## src/rtl/sram_ctrl_pkg.sv

```systemverilog
// Shared defaults and request typedef for the SRAM arbitration slice.
package sram_ctrl_pkg;

    localparam int ADDR_W_DEF  = 9;
    localparam int DATA_W_DEF  = 128;
    localparam int NUM_REQ_DEF = 2;

    typedef struct packed {
        logic                  we;
        logic [ADDR_W_DEF-1:0] addr;
        logic [DATA_W_DEF-1:0] wdata;
    } sram_req_t;

    // Pointer width that stays legal for a single requester.
    function automatic int ptr_w(input int n);
        return (n > 1) ? $clog2(n) : 1;
    endfunction

endpackage

```

## src/rtl/rr_arbiter.sv

```systemverilog
// Round-robin one-hot selector: first eligible index at or after the pointer,
// wrapping to the indices below it.
module rr_arbiter
    import sram_ctrl_pkg::*;
#(
    parameter int N  = NUM_REQ_DEF,
    parameter int PW = ptr_w(N)
) (
    input  logic [N-1:0]  i_elig,
    input  logic [PW-1:0] i_ptr,
    output logic [N-1:0]  o_grant
);

    logic w_found;

    always_comb begin
        o_grant = '0;
        w_found = 1'b0;
        for (int k = 0; k < N; k++) begin
            if (!w_found && (k >= int'(i_ptr)) && i_elig[k]) begin
                o_grant[k] = 1'b1;
                w_found    = 1'b1;
            end
        end
        for (int k = 0; k < N; k++) begin
            if (!w_found && (k < int'(i_ptr)) && i_elig[k]) begin
                o_grant[k] = 1'b1;
                w_found    = 1'b1;
            end
        end
    end

endmodule

```

## src/rtl/sram_arb.sv

```systemverilog
// Multi-requester arbiter for a single-port SRAM: round-robin grant, one
// outstanding read per requester held in a per-requester response slot.
module sram_arb
    import sram_ctrl_pkg::*;
#(
    parameter int ADDR_W  = ADDR_W_DEF,
    parameter int DATA_W  = DATA_W_DEF,
    parameter int NUM_REQ = NUM_REQ_DEF
) (
    input  logic                             clk,
    input  logic                             rst,
    input  logic [NUM_REQ-1:0]               req_valid,
    output logic [NUM_REQ-1:0]               req_ready,
    input  logic [NUM_REQ-1:0]               req_we,
    input  logic [NUM_REQ-1:0][ADDR_W-1:0]   req_addr,
    input  logic [NUM_REQ-1:0][DATA_W-1:0]   req_wdata,
    output logic [NUM_REQ-1:0]               rsp_valid,
    input  logic [NUM_REQ-1:0]               rsp_ready,
    output logic [NUM_REQ-1:0][DATA_W-1:0]   rsp_rdata,
    output logic [ADDR_W-1:0]                sram_a,
    output logic                             sram_csb,
    output logic                             sram_web,
    output logic                             sram_oeb,
    output logic [DATA_W-1:0]                sram_i,
    input  logic [DATA_W-1:0]                sram_o
);

    localparam int PW = ptr_w(NUM_REQ);

    logic [NUM_REQ-1:0]             r_inflight;
    logic [NUM_REQ-1:0]             r_slot_v;
    logic [NUM_REQ-1:0][DATA_W-1:0] r_slot_d;
    logic [PW-1:0]                  r_ptr;
    logic [ADDR_W-1:0]              r_a;
    logic [DATA_W-1:0]              r_i;

    logic [NUM_REQ-1:0] w_elig;
    logic [NUM_REQ-1:0] w_arb;
    logic [NUM_REQ-1:0] w_grant;
    logic [NUM_REQ-1:0] w_drain;
    logic               w_any;
    logic               w_g_we;
    logic [ADDR_W-1:0]  w_g_addr;
    logic [DATA_W-1:0]  w_g_wdata;
    logic [PW-1:0]      w_gidx;
    logic [PW-1:0]      w_ptr_nxt;

    // A read may reissue in the same cycle its slot is being drained.
    assign w_drain = r_slot_v & rsp_ready;
    assign w_elig  = req_valid & (req_we | (~r_inflight & (~r_slot_v | rsp_ready)));

    rr_arbiter #(.N(NUM_REQ), .PW(PW)) u_rr (
        .i_elig  (w_elig),
        .i_ptr   (r_ptr),
        .o_grant (w_arb)
    );

    assign w_grant   = w_arb & {NUM_REQ{~rst}};
    assign w_any     = |w_grant;
    assign req_ready = w_grant;

    always_comb begin
        w_g_we    = 1'b0;
        w_g_addr  = '0;
        w_g_wdata = '0;
        w_gidx    = '0;
        for (int k = 0; k < NUM_REQ; k++) begin
            if (w_grant[k]) begin
                w_g_we    = req_we[k];
                w_g_addr  = req_addr[k];
                w_g_wdata = req_wdata[k];
                w_gidx    = PW'(k);
            end
        end
    end

    assign w_ptr_nxt = (w_gidx == PW'(NUM_REQ - 1)) ? '0 : w_gidx + 1'b1;

    assign sram_csb = ~w_any;
    assign sram_web = w_any ? ~w_g_we : 1'b1;
    assign sram_a   = w_any ? w_g_addr : r_a;
    assign sram_i   = w_any ? w_g_wdata : r_i;
    assign sram_oeb = 1'b0;

    assign rsp_valid = r_slot_v;
    assign rsp_rdata = r_slot_d;

    always_ff @(posedge clk or posedge rst) begin
        if (rst) begin
            r_inflight <= '0;
            r_slot_v   <= '0;
            r_slot_d   <= '0;
            r_ptr      <= '0;
            r_a        <= '0;
            r_i        <= '0;
        end else begin
            if (w_any) begin
                r_a   <= w_g_addr;
                r_i   <= w_g_wdata;
                r_ptr <= w_ptr_nxt;
            end
            for (int k = 0; k < NUM_REQ; k++) begin
                r_inflight[k] <= w_grant[k] & ~req_we[k];
                // SRAM output is valid the cycle after the read was accepted.
                if (r_inflight[k]) begin
                    r_slot_v[k] <= 1'b1;
                    r_slot_d[k] <= sram_o;
                end else if (w_drain[k]) begin
                    r_slot_v[k] <= 1'b0;
                end
            end
        end
    end

endmodule

```

## config.mk

```make
export PLATFORM = sky130hd
export DESIGN_NAME = sram_arb
export DESIGN_NICKNAME = d
export VERILOG_FILES = /design/src/rtl/sram_ctrl_pkg.sv /design/src/rtl/rr_arbiter.sv /design/src/rtl/sram_arb.sv
export SDC_FILE = /design/constraint.sdc
export NUM_CORES = 1
export LEC_CHECK = 0
export ABC_AREA = 1
export CAP_MARGIN = 10
export CORE_AREA = 2 2 314 316
export DETAILED_ROUTE_END_ITERATION = 10
export DIE_AREA = 0 0 316 318
export GPL_TIMING_DRIVEN = 0
export MAX_ROUTING_LAYER = met4
export SYNTH_ARGS = -nofsm -noshare
export SYNTH_HDL_FRONTEND = slang
export SYNTH_SLANG_ARGS = --single-unit
```

## constraint.sdc

```tcl
create_clock -name clk -period 20.9 [get_ports clk]
set_clock_uncertainty 0.15 [all_clocks]
set_input_delay 4.18 -clock clk [delete_from_list [all_inputs] [get_ports clk]]
set_output_delay 4.18 -clock clk [all_outputs]
set_load 0.02 [all_outputs]
```

Word-level counts from Yosys, hierarchy flattened
Cells that the tools add are included.
- $add $sub $neg: 1
- magnitude comparators: 2
- mux-type cells: 19
- bitwise logic cells: 15
- reduce and logical (&&, ||, !) cells: 9
- operators with widths (kind ; number):
    two-way mux 128 bit ; 3
    two-way mux 9 bit ; 3
    two-way mux 1 bit ; 13
    bitwise AND 2 bit ; 4
    inverter 1 bit ; 5
    logical AND 1 bit ; 4
    inverter 2 bit ; 2
    OR 2 bit ; 2
    nonzero test 2 bit ; 2
    bitwise AND 1 bit ; 2
    logical NOT 1 bit ; 2
    OR reduction 2 bit ; 1
    adder 1 bit (second input constant) ; 1
    greater-or-equal comparator 1 bit (first input constant) ; 1
    < comparator 1 bit (first input constant) ; 1
- flip-flop bits (word level): 398
- input bits: 410
- output and inout port bits: 400
- word-level logic and storage cells: 54

Depth between registers and ports, before layout
Gate-level depths: netlist of the first run.
- depth after elaboration: 19
- mapped depth: 10
- gate-level depth less buffers: 9

By module
Synthesis of the first run repeated with hierarchy kept, for this count alone.
- cell total of the unflattened synthesis: 2152
- area total of the unflattened synthesis: 17026.3 sq um
- modules (own cells, without submodules) (module ; times used ; cells an instance ; area an instance (sq um) ; seq. area each (sq um)):
    sram_arb ; 1 ; 2148 ; 16998.8 ; 9959.6
    rr_arbiter ; 1 ; 4 ; 27.5 ; 0.0

Worst setup path before layout of the first run
Ideal clock, no wire load.
- path type: input to output
- start point: input rst
- end point: output sram_a[0]
- arrival time: 9965 ps
- data required time: 16570 ps
- slack: 6605 ps
- cell stages on the path: 6
- path buffers: 2
- cells stage by stage: inv_2 > nand3_2 > buf_4 > buf_2 > nand3_1 > nand3_1
- word-level cells in the longest chain between the ends: 5
- elaborated cells on any way between the ends: 6
- classes of those cells: 3 x mux; 2 x bitwise; 1 x reduce/logical
- ends and longest elaborated chain (element ; line ; text):
    start: declaration ; sram_arb.sv:11 ; input logic rst,
    inverter 1 bit * ; sram_arb.sv:58 ; assign w_grant = w_arb & {NUM_REQ{~rst}};
    bitwise AND 2 bit * ; sram_arb.sv:58 ;
    two-way mux 9 bit (2 in a row) ; sram_arb.sv:68 ; if (w_grant[k]) begin
    two-way mux 9 bit * ; n/a ;
    end: declaration ; sram_arb.sv:20 ; output logic [ADDR_W-1:0] sram_a,
Mark *: on every way between the ends. The rest lies on a longest branch, timed or not.

Worst setup path after layout of the first run
- start point: input rst
- end point: output sram_i[15]
- word-level cells in the longest chain between the ends: 5
- elaborated cells on any way between the ends: 6
- classes of those cells: 3 x mux; 2 x bitwise; 1 x reduce/logical
- ends and longest elaborated chain (element ; line ; text):
    inverter 1 bit * ; sram_arb.sv:58 ;
    bitwise AND 2 bit * ; sram_arb.sv:58 ;
    two-way mux 128 bit (2 in a row) ; sram_arb.sv:68 ;
    two-way mux 128 bit * ; n/a ;
    end: declaration ; sram_arb.sv:24 ; output logic [DATA_W-1:0] sram_i,
Marked as above.

==> results.sh, run 1 <==
export IMPL_required_ns=16.57
export IMPL_worst_setup_path_start_kind="primary input"
export IMPL_vias=17000
export IMPL_htree_num_levels=2
export IMPL_cts_tree="done"
export IMPL_seqPwrFrac_pct=35.2
export IMPL_post_cts_buffers=0
export IMPL_dieWidth_um=316
export IMPL_synth_top_family_by_area="simple AND/OR/NAND/NOR gates"
export IMPL_avgSynthCellArea_um2=8.66
export IMPL_dr_first_iter_drc_count=1182
export IMPL_cts_repair_resized=0
export IMPL_syn_nets=2308
export IMPL_synth_warnings=0
export IMPL_intPower_mw=1.91
export IMPL_cpPeakStageDelay_ns=0.92
export IMPL_postCtsHoldBufs=0
export IMPL_clock_latency_ns=0.63
export IMPL_finalSetupViolCount=0
export IMPL_fmax_mhz=86.1
export IMPL_synth_compound_area_share_pct=0.0305
export IMPL_path_clk_slew_ns=0.06
export IMPL_finalWirelength_um=81500
export IMPL_worstHoldPathType="flip-flop to flip-flop"
export IMPL_detailed_place_hpwl_um=63500
export IMPL_yosysSeqAreaShare_pct=60.6
export IMPL_die_h_um=318
export IMPL_final_layout_size_suffix_gt1_share_pct=6.04
export IMPL_yosys_area_share_simple_pct=34.9
export IMPL_worst_path_buf_inv=6
export IMPL_syn_cell_area_um2=16400
export IMPL_core_area_um2=97400
export IMPL_maxSlewViolCount=0
export IMPL_route_detailed_drc=0
export IMPL_synthMuxAreaShare_pct=0
export IMPL_endpoint_kind="output pin"
export IMPL_cap_violations=0
export IMPL_ir_drop_v=0.0000589
export IMPL_ant_nets=0
export IMPL_crit_type="primary input to output pin"
export IMPL_grt_pass1_vias=16900
export IMPL_grt_pass1_wl_um=115000
export IMPL_status="complete, no violations"
export IMPL_syn_inst=1898
export IMPL_cp_top_family="buffers and inverters"
export IMPL_cts_buffer_depth=3
export IMPL_final_period_utilization_pct=55.6
export IMPL_total_leakage_power_nw=12.6
export IMPL_place_gp_congestion=0.939
export IMPL_num_io_pins=810
export IMPL_crit_fanout=68
export IMPL_synth_seq_cells=398
export IMPL_numClockSinks=398
export IMPL_grt_max_degree=117
export IMPL_fin_tns_setup_ns=0
export IMPL_path_cells="clkdlybuf4s50_1, inv_8, nand3_2, inv_2, buf_4, buf_2, nand3_1, nand3_1, clkdlybuf4s50_1"
export IMPL_syn_to_final_growth_pct=69.7
export IMPL_arrival_ns=7.29
export IMPL_grt_use_total_pct=16.0
export IMPL_rrSetupSlack_ns=18.36
export IMPL_wl_per_cell_um=19.9
export IMPL_initial_core_util_pct=16.9
export IMPL_clockPowerShare_pct=30.0
export IMPL_synth_cell_types=15
export IMPL_final_nets=3171
export IMPL_overflow=0
export IMPL_dp_slack_ns=9.20
export IMPL_io_buffers=808
export IMPL_vias_per_cell=4.15
export IMPL_die_area_um2=100000
export IMPL_antenna_found_initial=18
export IMPL_firstDrtPassIters=5
export IMPL_final_setup_worst_slack_ns=9.28
export IMPL_p_sw_mw=1.01
export IMPL_root_buffer="clkbuf_16"
export IMPL_slowest_stage="clkdlybuf4s50_1"
export IMPL_combPwrFrac_pct=34.8
export IMPL_hold_viol_final=0
export IMPL_rows=115
export IMPL_slew_headroom_pct=30.7
export IMPL_worst_pin_slew_ns=1.04
export IMPL_netSwitchingFraction_pct=34.6
export IMPL_rsz0062_at_grt="no"
export IMPL_cts_buffers=50
export IMPL_p_per_area_nw_per_um2=105
export IMPL_synth_xor_area_share_pct=0
export IMPL_synth_fa_ha_area_share_pct=0
export IMPL_layout_min_cycle_time_ns=11.62
-- cells in the mapped netlist --
library cell	number	area share (%)
dfrtp_1	398	61
nand2_2	3	0.11
inv_1	8	0.18
buf_4	7	0.32
nor2_1	2	0.046
nand3_2	2	0.12
buf_2	75	2.3
clkbuf_1	63	1.4
nor2_4	1	0.069
o21ai_0	1	0.030
inv_2	5	0.11
nand2_1	778	18
nand3_1	551	17
conb_1	1	0.023
buf_1	3	0.069
-- per-layer routing --
layer  track usage, %  up-vias  share of wire [%]
met5                -        -                  0
met4             5.87        0                3.4
met3             5.37      122                8.7
met2             25.7      708                 48
met1             18.5     8209                 40
li1                 -     7955                  -
-- metrics by stage --
step / std cells / total power, mW / instance area (um2) / hold WS [ns] / utilization [%]
4_1_cts: 4085 / 2.96 / 27800 / 0.321 / 28.6
2_1_floorplan: 1898 / 1.48 / 16400 / 0.337 / -
3_5_place_dp: 3996 / 2.07 / 26200 / 0.307 / 26.9
5_1_grt: 4097 / 3.07 / 27900 / 0.332 / 28.6
6_report: 4099 / 2.92 / 27900 / 0.317 / 28.6
3_3_place_gp: 3993 / 2.06 / 26100 / 0.302 / 26.8
-- final cells by class --
cell class	count	area [um2]
flip-flops and latches	398	9960
well taps	1287	1610
inverters	13	56.3
diodes	14	35.0
plain buffers	148	676
clock inverters	16	206
repair buffers	811	8170
multi-input cells	1339	5740
fillers	10400	69500
clock buffers	73	1420
-- logic make-up after synthesis --
logic type      count (synthesis)
compound gates                  1
buf+inv                       161
flops                         398
other cells                     1
simple gates                 1337
-- state kept, by name (all words and copies together) (netlist names) --
signal      flops
rsp_valid       2
r_inflight      2
r_a             9
r_ptr           1
rsp_rdata     256
r_i           128
-- worst register-to-register path, delay by kind of cell, from the launching register on --
kind | cells | cell delay [ns]
buf+inv | 3 | 1.62
flops | 1 | 0.47
simple gates | 2 | 0.23
-- worst paths after layout --
kind	start	endpoint	cells after the start
hold / removal	rsp_rdata[31]$_DFFE_PP0P_	rsp_rdata[31]$_DFFE_PP0P_	2
setup / recovery	rst	sram_i[15]	9
setup reg to reg	r_inflight[1]$_DFF_PP0_	rsp_rdata[229]$_DFFE_PP0P_	5
min in group asynchronous	rst	r_i[1]$_DFF_PP0_	2
hold reg to reg	rsp_rdata[31]$_DFFE_PP0P_	rsp_rdata[31]$_DFFE_PP0P_	2
max in group asynchronous	rst	rsp_rdata[233]$_DFFE_PP0P_	4
-- cells in the final DEF (no fill, tap or decap), drive strengths merged --
master,synthesis,final
clkinv,0,10
clkbuf,63,136
nor2,3,3
clkdlybuf4s50,0,808
diode,0,14
dfrtp,398,398
buf,85,88
nand2,781,781
conb,1,1
nand3,553,553
o21ai,1,1
inv,13,16
bufinv,0,3
-- power by group through the flow --
stage / clock (mW) / sequential (mW) / combinational (mW)
after floorplan: 0 / 1.19 / 0.283
after global placement: 0 / 1.04 / 1.02
after detailed placement: 0 / 1.04 / 1.03
after CTS: 0.902 / 1.03 / 1.03
after global routing: 0.933 / 1.05 / 1.09
final: 0.876 / 1.03 / 1.02
No activity file was read; power rests on OpenSTA's default activity.
==> run 2: changes to the inputs <==
CORE_AREA = 2 2 313 315   (was 2 2 314 316)
DIE_AREA = 0 0 315 317   (was 0 0 316 318)
clock period = 10.63 ns   (was 20.9 ns; I/O delays follow)
==> run 2 against run 1 <==
Register-to-register slack lost 11 ns; die area shrank 0.63%; global-route usage shrank 0.20 points; wire length shrank 1.1%; core utilization grew 0.34 points; sequential cell count is the same; worst setup slack lost 6.1 ns; critical path depth is the same; via count grew 0.14%; first-iteration DRC count grew 10%; design area is essentially flat; largest power group unchanged; highest routed layer unchanged.
==> results.sh, run 2 (synthesized netlist as in run 1, its figures left out) <==
export IMPL_final_layout_size_suffix_gt1_share_pct=6.30
export IMPL_cts_buffers=49
export IMPL_core_area_um2=96300
export IMPL_post_cts_buffers=0
export IMPL_maxSlewViolCount=0
export IMPL_total_leakage_power_nw=12.6
export IMPL_endpoint_kind="output pin"
export IMPL_die_area_um2=99900
export IMPL_crit_fanout=63
export IMPL_r2r_cells=4
export IMPL_crit_type="primary input to output pin"
export IMPL_arrival_ns=5.14
export IMPL_largest_register_ffs=256
export IMPL_p_per_area_nw_per_um2=208
export IMPL_hold_viol_final=0
export IMPL_cts_tree="done"
export IMPL_dr_first_iter_drc_count=1304
export IMPL_root_buffer="clkbuf_16"
export IMPL_postCtsHoldBufs=0
export IMPL_clock_latency_ns=0.62
export IMPL_num_io_pins=810
export IMPL_mostFrequentLayoutCell="clkdlybuf4s50_1"
export IMPL_wl_per_cell_um=19.8
export IMPL_antenna_found_initial=9
export IMPL_r2r_end="rsp_rdata[204]$_DFFE_PP0P_"
export IMPL_required_ns=8.35
export IMPL_grt_max_degree=115
export IMPL_critPathCapture="sram_i[93]"
export IMPL_initial_core_util_pct=17.1
export IMPL_overflow=0
export IMPL_status="complete, no violations"
export IMPL_grt_use_total_pct=15.8
export IMPL_rows=114
export IMPL_vias=17000
export IMPL_vias_per_cell=4.18
export IMPL_io_buffers=808
export IMPL_route_detailed_drc=0
export IMPL_cts_buffer_depth=3
export IMPL_final_period_utilization_pct=69.8
export IMPL_cts_repair_resized=0
export IMPL_placed_cell_area_um2=26200
export IMPL_numClockSinks=398
export IMPL_htree_num_levels=2
export IMPL_final_nets=3170
export IMPL_die_h_um=317
export IMPL_rsz0062_at_grt="no"
export IMPL_finalWirelength_um=80600
export IMPL_dp_slack_ns=3.10
export IMPL_place_gp_congestion=0.914
export IMPL_reg2reg_from="r_inflight[1]$_DFF_PP0_"
export IMPL_dieWidth_um=315
export IMPL_fin_hold_ws_ns=0.318
export IMPL_cap_violations=0
export IMPL_grt_pass1_wl_um=114000
export IMPL_finalSetupViolCount=0
export IMPL_firstDrtPassIters=5
export IMPL_worstHoldPathType="flip-flop to flip-flop"
export IMPL_syn_to_final_growth_pct=69.7
export IMPL_finalInstanceArea_um2=27900
export IMPL_critical_path_startpoint="rst"
export IMPL_ant_nets=0
export IMPL_rrSetupSlack_ns=7.62
export IMPL_layout_min_cycle_time_ns=7.42
export IMPL_fmax_mhz=135
export IMPL_final_setup_worst_slack_ns=3.21
export IMPL_ir_drop_v=0.000112
export IMPL_worst_setup_path_start_kind="primary input"
export IMPL_slew_headroom_pct=28.5
export IMPL_mostFrequentLayoutCells="808 x clkdlybuf4s50_1, 778 x nand2_1, 551 x nand3_1, 398 x dfrtp_1, 75 x buf_2"
export IMPL_final_util_pct=29.0
export IMPL_grt_pass1_vias=16800
export IMPL_detailed_place_hpwl_um=62500
export IMPL_path_clk_slew_ns=0.06
export IMPL_worst_pin_slew_ns=1.07
## run 2: changes by cell type in the layout (fill, tap and decap cells not counted), sizes merged
cell    previous run  this run
bufinv             3         5
inv               16        17
diode             14         5
clkbuf           136       129
## run 2: metal layers
metal / track usage [%] / part of all wire (%) / up-vias
met4: 4.94 / 2.8 / 0
met1: 19.3 / 41 / 8248
li1: - / - / 7948
met3: 4.42 / 7.7 / 125
met5: - / 0 / -
met2: 25.3 / 48 / 697
## run 2: final cells by class
class,count,area (um2)
Tap cell,1276,1600
Timing Repair Buffer,811,8170
Buffer,148,676
Clock buffer,66,1410
Fill cell,10200,68400
Clock inverter,19,258
Inverter,13,56.3
Multi-Input combinational cell,1339,5740
Sequential cell,398,9960
Antenna cell,5,12.5
## run 2: worst min-delay path by stage
| stage | from | end | slack (ns) | cells past startpoint |
|---|---|---|---|---|
| 3_3_place_gp | rsp_rdata[112]$_DFFE_PP0P_ | rsp_rdata[112]$_DFFE_PP0P_ | 0.30 | 2 |
| 3_5_place_dp | rsp_rdata[87]$_DFFE_PP0P_ | rsp_rdata[87]$_DFFE_PP0P_ | 0.31 | 2 |
| 5_1_grt | rsp_rdata[242]$_DFFE_PP0P_ | rsp_rdata[242]$_DFFE_PP0P_ | 0.33 | 2 |
| 4_1_cts | rsp_rdata[106]$_DFFE_PP0P_ | rsp_rdata[106]$_DFFE_PP0P_ | 0.32 | 2 |
| 2_1_floorplan | r_inflight[1]$_DFF_PP0_ | rsp_valid[1]$_DFFE_PP0P_ | 0.34 | 2 |
| 6_report | rsp_rdata[115]$_DFFE_PP0P_ | rsp_rdata[115]$_DFFE_PP0P_ | 0.32 | 2 |
## run 2: report_power, final
part / leakage [nW] / internal [mW] / switching, mW / total (mW)
clock network: 0.834 / 1.05 / 0.718 / 1.77
registers: 4.91 / 1.86 / 0.172 / 2.03
logic: 6.90 / 0.893 / 1.10 / 1.99
total: 12.6 / 3.80 / 1.99 / 5.79
## run 2: worst max-delay path, cell delays in order
cell and delay (ns):
clkdlybuf4s50_1 0.55, inv_8 0.43, nand3_2 0.25, inv_2 0.12
buf_4 0.24, buf_2 0.26, nand3_1 0.09, nand3_1 0.10
clkdlybuf4s50_1 0.93
## run 2: per-stage QoR
step	power, mW	instances	TNS [ns]
2_1_floorplan	2.90	1898	0
5_1_grt	6.07	4075	0
3_5_place_dp	4.06	3985	0
4_1_cts	5.87	4070	0
6_report	5.79	4075	0
3_3_place_gp	4.05	3982	-1218.04
==> run 3: changes to the inputs <==
CORE_AREA = 2 2 315 317   (was 2 2 313 315)
DIE_AREA = 0 0 317 319   (was 0 0 315 317)
clock period = 6.9 ns   (was 10.63 ns; I/O delays follow)
==> run 3 against run 2 <==
First-iteration DRC count fell by 9.5%; clock-buffer cell count fell by 4; clock power rose by 59%; core utilization fell by 0.34 points; total power rose by 56%; sequential power rose by 54%; sequential share of layout area fell by 0.10 points; sequential cell count did not move; worst setup slack got worse by 2.7 ns; non-clock buffer count fell by 1.
==> results.sh, run 3 (synthesized netlist as in run 1, its figures left out) <==
export IMPL_mostFrequentLayoutCell="clkdlybuf4s50_1"
export IMPL_num_fill_cells=10400
export IMPL_grt_use_total_pct=15.9
export IMPL_ant_nets=0
export IMPL_mostFrequentLayoutCells="808 x clkdlybuf4s50_1, 778 x nand2_1, 551 x nand3_1, 398 x dfrtp_1, 75 x buf_2"
export IMPL_cpPeakStageDelay_ns=0.92
export IMPL_p_total_mw=9.02
export IMPL_dr_first_iter_drc_count=1180
export IMPL_rows=115
export IMPL_ir_drop_v=0.000177
export IMPL_post_cts_buffers=0
export IMPL_cts_tree="done"
export IMPL_critPathMostFrequentCell="nand3_1"
export IMPL_antenna_found_initial=8
export IMPL_path_clk_slew_ns=0.06
export IMPL_vias=17100
export IMPL_arrival_ns=4.88
export IMPL_total_leakage_power_nw=12.7
export IMPL_cap_violations=0
export IMPL_final_setup_worst_slack_ns=0.489
export IMPL_layout_min_cycle_time_ns=6.41
export IMPL_detailed_place_hpwl_um=63000
export IMPL_crit_fanout=144
export IMPL_io_buffers=808
export IMPL_hold_viol_final=0
export IMPL_wl_per_cell_um=19.9
export IMPL_slowest_stage="clkdlybuf4s50_1"
export IMPL_postCtsHoldBufs=0
export IMPL_overflow=0
export IMPL_grt_pass1_vias=17200
export IMPL_final_nets=3169
export IMPL_grt_max_degree=171
export IMPL_rsz0062_at_grt="no"
export IMPL_required_ns=5.37
export IMPL_finalSetupViolCount=0
export IMPL_core_area_um2=97700
export IMPL_vias_per_cell=4.18
export IMPL_maxSlewViolCount=0
export IMPL_place_gp_congestion=0.934
export IMPL_num_io_pins=810
export IMPL_worst_path_buf_inv=6
export IMPL_worst_setup_path_start_kind="primary input"
export IMPL_dp_slack_ns=0.189
export IMPL_clock_latency_ns=0.63
export IMPL_worst_pin_slew_ns=1.19
export IMPL_cts_buffer_depth=3
export IMPL_cts_buffers=49
export IMPL_finalWirelength_um=81300
export IMPL_die_area_um2=101000
export IMPL_cp_top_family="buffers and inverters"
export IMPL_fmax_mhz=156
export IMPL_die_h_um=319
export IMPL_endpoint_kind="output pin"
export IMPL_route_detailed_drc=0
export IMPL_numClockSinks=398
export IMPL_status="complete, no violations"
export IMPL_syn_to_final_growth_pct=70.2
export IMPL_cts_repair_resized=0
export IMPL_grt_pass1_wl_um=115000
export IMPL_worstHoldPathType="flip-flop to flip-flop"
export IMPL_htree_num_levels=2
export IMPL_root_buffer="clkbuf_16"
export IMPL_p_per_area_nw_per_um2=323
export IMPL_path_cells="clkdlybuf4s50_1, inv_16, buf_16, nand3_1, buf_2, buf_2, nand3_1, nand3_1, clkdlybuf4s50_1"
export IMPL_final_util_pct=28.6
export IMPL_final_period_utilization_pct=92.9
export IMPL_crit_type="primary input to output pin"
export IMPL_final_layout_size_suffix_gt1_share_pct=6.50
export IMPL_largest_register_ffs=256
export IMPL_firstDrtPassIters=5
export IMPL_slew_headroom_pct=20.9
export IMPL_dieWidth_um=317
export IMPL_initial_core_util_pct=16.8
## run 3: path summary, 6_finish.rpt
path / start / end / slack [ns] / cells after the start
worst max register to register: r_inflight[0]$_DFF_PP0_ / rsp_rdata[91]$_DFFE_PP0P_ / 4.23 / 4
worst max-delay path: rst / sram_i[16] / 0.49 / 9
worst min register to register: rsp_rdata[43]$_DFFE_PP0P_ / rsp_rdata[43]$_DFFE_PP0P_ / 0.32 / 2
worst min-delay path: rsp_rdata[43]$_DFFE_PP0P_ / rsp_rdata[43]$_DFFE_PP0P_ / 0.32 / 2
max in group asynchronous: rst / rsp_rdata[105]$_DFFE_PP0P_ / 3.95 / 3
min in group asynchronous: rst / r_i[16]$_DFF_PP0_ / 1.26 / 2
## run 3: metrics by stage
step	cells	setup TNS (ns)	cell area (um2)	hold WS, ns
finish	4089	0	28000	0.318
floorplan	1898	0	16400	0.337
global route	4087	0	28000	0.334
detailed placement	3995	0	26200	0.307
CTS	4085	0	28000	0.322
global placement	3993	-806.73	26100	0.303
## run 3: final cells by class
class | count | area [um2] | area share [%]
diodes | 4 | 10.0 | 0.0358
plain buffers | 148 | 676 | 2.42
clock buffers | 62 | 1380 | 4.92
clock inverters | 28 | 382 | 1.36
inverters | 13 | 65.1 | 0.233
multi-input cells | 1339 | 5740 | 20.5
flip-flops and latches | 398 | 9960 | 35.6
well taps | 1287 | 1610 | 5.76
repair buffers | 810 | 8140 | 29.1
## run 3: worst register-to-register path: stages, from the launching register on
cell and delay, ns:
dfrtp_1 0.37, clkbuf_1 0.69, clkbuf_1 0.94, nand2_1 0.29, nand2_1 0.14
## run 3: report_power, final
part           internal [mW]  switching [mW]
clock network           1.68            1.14
registers               2.86           0.251
logic                   1.37            1.72
## run 3: layer usage
layer | vias to the layer above | global-route usage [%] | part of all wire [%]
li1 | 7950 | - | -
met5 | - | - | 0
met1 | 8301 | 18.9 | 41
met3 | 139 | 4.41 | 8.0
met2 | 704 | 25.7 | 48
met4 | 0 | 5.48 | 3.4
